### config.mk
export PLATFORM = sky130hd
export DESIGN_NAME = bus_wait_responder
export DESIGN_NICKNAME = d
export VERILOG_FILES = /design/src/rtl/bus_wait_responder.sv
export SDC_FILE = /design/constraint.sdc
export NUM_CORES = 2
export LEC_CHECK = 0
export BUFFER_PORTS_ARGS = -buffer_cell sky130_fd_sc_hd__buf_2
export CAP_MARGIN = 20
export CORE_MARGIN = 1.5
export CORE_UTILIZATION = 50
export DETAILED_ROUTE_END_ITERATION = 10
export PLACE_DENSITY = 0.7
export SYNTH_ARGS = -nofsm -noshare
export SYNTH_HDL_FRONTEND = slang
export SYNTH_SLANG_ARGS = --single-unit
### constraint.sdc
create_clock -name clk -period 3.2 [get_ports clk]
set_clock_uncertainty 0.05 [all_clocks]
set_input_delay 0.48 -clock clk [delete_from_list [all_inputs] [get_ports clk]]
set_output_delay 0.48 -clock clk [all_outputs]
set_load 0.02 [all_outputs]
### src/rtl/bus_wait_responder.sv
// Memory-mapped 64x32 store that stalls the initiator for WAIT_CYCLES cycles per access.
// Define BUS_WAIT_RESPONDER_STATS_EN to map a completed-access counter onto word 63.
module bus_wait_responder #(
  parameter logic [31:0] BASE_ADDR   = 32'h0000_4000,
  parameter int          WAIT_CYCLES = 2
) (
  input  logic        clk,
  input  logic        rst,
  input  logic [31:0] address,
  input  logic [31:0] write_data,
  input  logic        we,
  input  logic        re,
  output logic [31:0] read_data,
  output logic        mem_busy
);

  // state    | meaning
  // S_IDLE   | waiting for a hit; a miss with a request clears read_data
  // S_WAIT   | counting down busy cycles; dropping re/we aborts
  // S_ACCESS | busy released; a latched write commits at the end of this cycle
  typedef enum logic [1:0] {S_IDLE, S_WAIT, S_ACCESS} state_t;

  localparam logic [3:0] LOAD = 4'(WAIT_CYCLES - 1);

  state_t      state;
  logic [3:0]  count;
  logic [5:0]  idx_q;
  logic [31:0] wdata_q;
  logic        wr_q;
  logic [31:0] mem [64];

  logic        req;
  logic        hit;
  logic [5:0]  rd_idx;
  logic [31:0] rd_word;
  logic        unused_addr;

  assign req         = re | we;
  assign hit         = (address[31:8] == BASE_ADDR[31:8]) & req;
  assign mem_busy    = ~rst & (((state == S_IDLE) & hit) | (state == S_WAIT));
  assign unused_addr = ^address[1:0];

`ifdef BUS_WAIT_RESPONDER_STATS_EN
  logic [15:0] stat_count;

  // A write to word 63 clears instead of counting itself.
  always_ff @(posedge clk or posedge rst) begin
    if (rst) begin
      stat_count <= '0;
    end else if (state == S_ACCESS) begin
      if (wr_q && idx_q == 6'd63)
        stat_count <= '0;
      else if (stat_count != 16'hFFFF)
        stat_count <= stat_count + 16'd1;
    end
  end
`endif

  // With WAIT_CYCLES=1 the read is taken straight from IDLE, so use the live index there.
  always_comb begin
    rd_idx  = (state == S_IDLE) ? address[7:2] : idx_q;
    rd_word = mem[rd_idx];
`ifdef BUS_WAIT_RESPONDER_STATS_EN
    if (rd_idx == 6'd63)
      rd_word = {16'h0000, stat_count};
`endif
  end

  always_ff @(posedge clk) begin
    if (!rst && state == S_ACCESS && wr_q)
      mem[idx_q] <= wdata_q;
  end

  always_ff @(posedge clk or posedge rst) begin
    if (rst) begin
      state     <= S_IDLE;
      count     <= '0;
      idx_q     <= '0;
      wdata_q   <= '0;
      wr_q      <= 1'b0;
      read_data <= '0;
    end else begin
      case (state)
        S_IDLE: begin
          if (hit) begin
            idx_q   <= address[7:2];
            wdata_q <= write_data;
            wr_q    <= we;
            count   <= LOAD;
            if (LOAD == 4'd0) begin
              state <= S_ACCESS;
              if (!we)
                read_data <= rd_word;
            end else begin
              state <= S_WAIT;
            end
          end else if (req) begin
            read_data <= '0;
          end
        end
        S_WAIT: begin
          if (!req) begin
            state <= S_IDLE;
            count <= '0;
          end else if (count <= 4'd1) begin
            count <= '0;
            state <= S_ACCESS;
            if (!wr_q)
              read_data <= rd_word;
          end else begin
            count <= count - 4'd1;
          end
        end
        S_ACCESS: state <= S_IDLE;
        default:  state <= S_IDLE;
      endcase
    end
  end

endmodule

==> results.json <==
{
  "outcome": "complete, but fails checks",
  "violations": "setup timing",
  "yosys-top-cells-area": "edfxtp_1 74%, nand2_1 4.4%, mux4_2 4.3%, nand3_1 2.4%, dfrtp_1 2.3%",
  "dp_hpwl_um": 146000,
  "core-area_mm2": 0.165,
  "fin_cells": 7953,
  "synth-edff-count": 2048,
  "rows": 149,
  "fin_setup_tns_ns": -0.0221,
  "tritoncts": "built",
  "ys_seq_area_share_pct": 76.7,
  "hold_class": "in -> reg",
  "synth_most_common_cell": "edfxtp_1",
  "drt-total-wl_um": 252000,
  "maxCapViolations": 0,
  "power_density_mw_per_mm2": 573,
  "synth_flop_cell": "edfxtp_1",
  "dieArea_mm2": 0.168,
  "finalCritPeriodShare_pct": 101,
  "hp-start": "address[2]",
  "ir_worst_vdd_v": 0.000477,
  "drive_gt1_share_pct": 20.8,
  "clock_latency_ns": 0.85,
  "dr_wl_met3_um": 33600,
  "rr_worst_depth": 11,
  "cts_buffer_depth": 3,
  "hold_path_end": "idx_q[0]$_DFFE_PP0P_",
  "cts_sinks": 2125,
  "min_period_ns": 3.22,
  "async_flop_share_pct": 3.62,
  "syn_to_final_growth_pct": 17.4,
  "relSlewSlack_pct": 23.9,
  "avgSynthCellArea_um2": 16.2,
  "wl_per_cell_um": 31.7,
  "clock.fmax_ghz": 0.310,
  "netlist_instances": 5117,
  "start_kind": "flop",
  "path_class": "reg -> reg",
  "track_usage_pct": 29.8,
  "synth_top_area_cell": "edfxtp_1",
  "nNetsFinal": 5654,
  "ioPinCount": 101,
  "gr-total-overflow": 0,
  "p_leak_nw": 36.1,
  "cp_common_cell": "buf_4",
  "ys_types": 72,
  "htree_num_levels": 4,
  "whs_path_depth": 3,
  "route.top_layer_used": "met5",
  "reg2reg_setup_slack_ns": -0.02,
  "rsz0062_at_grt": "true",
  "crit_fanout": 7,
  "root_buffer": "clkbuf_16",
  "synth_top_area_share_pct": 74.4,
  "antenna_found_initial": 13,
  "worst_slew_pin_slew_ns": 1.14,
  "postLayoutSetupSlackWorst_ns": -0.0221,
  "die_w_um": 410,
  "start_util_pct": 50.2,
  "syn_area_mm2": 0.0827,
  "setup-violations-final": 1,
  "grt_start_max_net_pins": 76,
  "clk_pin_slew_ns": 0.06,
  "wl_met1_um": 91600,
  "gp_congestion": 0.885,
  "drt-pass1-iter-count": 6,
  "yosysWarnings": 0,
  "reg2reg_to": "read_data[13]$_DFFE_PP0P_",
  "dp_cells": 7501,
  "finalHoldViolCount": 0,
  "syn_nets": 5187,
  "crit_chain": "or3b_4 -> buf_4 -> buf_4 -> and3_1 -> a2111oi_2 -> buf_4 -> nor4b_1 -> buf_4 -> a31oi_1 -> nand4_1 -> a32o_1",
  "fp.dieH_um": 410,
  "required_ns": 3.87,
  "grt_pass1_vias": 49900,
  "via_per_inst": 6.50,
  "portBuffers": 98,
  "end_kind": "flop",
  "arrival_ns": 3.89,
  "numCtsBuffers": 200,
  "wl_met2_um": 115000,
  "slew_violations": 0,
  "slowest_delay_ns": 0.56,
  "worstReg2RegStart": "state[0]$_DFFE_PP0P_",
  "grt_pass1_wl_um": 356000,
  "drc_errors": 0,
  "vias": 51700,
  "crit_slowest_cell": "a2111oi_2",
  "drtIter0Drc": 7981,
  "yosys-top-cells-count": "2048 x edfxtp_1, 979 x nand2_1, 397 x nand3_1",
  "p_total_mw": 55.6,
  "nFillCells": 11800,
  "synth-seq-cells": 2125,
  "ant_nets": 0
}
## per-stage QoR
step / hold slack, ns / instance area (um2) / worst slack [ns] / utilization (%)
2_1_floorplan: 0.455 / 83200 / 0.0231 / -
3_3_place_gp: 0.441 / 89500 / -0.679 / 54.4
3_5_place_dp: 0.448 / 89500 / -0.670 / 54.4
4_1_cts: 0.00802 / 96500 / -0.0182 / 58.6
5_1_grt: 0.0379 / 97100 / -0.0122 / 59.0
6_report: 0.0712 / 97100 / -0.0221 / 59.0
## cell type report
cell class	count	area, um2	share of cell area (%)
clock inverter	105	947	0.976
multi-input combinational	2663	18400	18.9
clock buffer	270	5520	5.68
tap	2189	2740	2.82
inverter	8	33.8	0.0348
sequential	2125	63500	65.4
timing repair buffer	586	5990	6.17
antenna	7	17.5	0.0180
## layout by cell type, fill, tap and decap left out, types with 97 or more instances in the layout
master     netlist  routed
clkbuf_16        0     206
mux4_2         158     158
a31oi_1        172     167
buf_12           1     126
a32oi_1        106     106
buf_2           83      97
mux2i_1        167     164
nand2_1        979     972
buf_4           30     305
nand3_1        397     394
edfxtp_1      2048    2048
## power breakdown
| group | switching [mW] | internal (mW) |
|---|---|---|
| clock network | 10.2 | 13.3 |
| logic | 1.34 | 0.727 |
| registers | 0.00000932 | 30.0 |
## state kept, by name (all words and copies together) (netlist names)
name,flops
mem,2048
idx_q,6
count,4
read_data,32
state,2
wr_q,1
wdata_q,32
## worst max-delay path, delay by kind of cell (launching register included)
family	cells	cell delay (ns)
DFF	1	0.44
buffers and inverters	4	0.70
and+or+nand+nor	4	0.85
AOI/OAI and AO/OA	3	1.05
## routing by layer
layer	vias up	track usage [%]
met3	677	7.44
met1	26200	41.1
li1	21000	-
met4	6	13.1
met5	-	0
met2	3835	45.0
## logic make-up (layout without fill, tap and decap cells)
logic type               Yosys count  in the layout  synth area share (%)
AO/OA/AOI/OAI                    604            604                  5.23
other                              0              7                     0
buffers and inverters            330            969                  2.13
adder cells (fa/ha/maj)            2              2                0.0303
flip-flops                      2125           2125                  76.7
multiplexers                     376            376                  7.03
AND/OR/NAND/NOR                 1680           1681                  8.88
## what timing repair did
item / CTS / global route
resized for setup: 19 / 33
hold endpoints to repair: 75 / 0
pin swaps: 2 / 5
hold buffers: 39 / 0
buffers inserted: 3 / 12
endpoints found under the setup margin: 18 / 25
gates cloned: 1 / 1
## worst max path at each step
stage / from / endpoint / slack [ns]
floorplan: rst / mem[59][0]$_DFFE_PP_ / 0.02
global placement: address[2] / read_data[29]$_DFFE_PP0P_ / -0.68
detailed placement: address[2] / read_data[29]$_DFFE_PP0P_ / -0.67
CTS: state[0]$_DFFE_PP0P_ / read_data[29]$_DFFE_PP0P_ / -0.02
global route: state[0]$_DFFE_PP0P_ / read_data[0]$_DFFE_PP0P_ / -0.01
finish: state[0]$_DFFE_PP0P_ / read_data[13]$_DFFE_PP0P_ / -0.02
(Power assumes the default switching activity.)
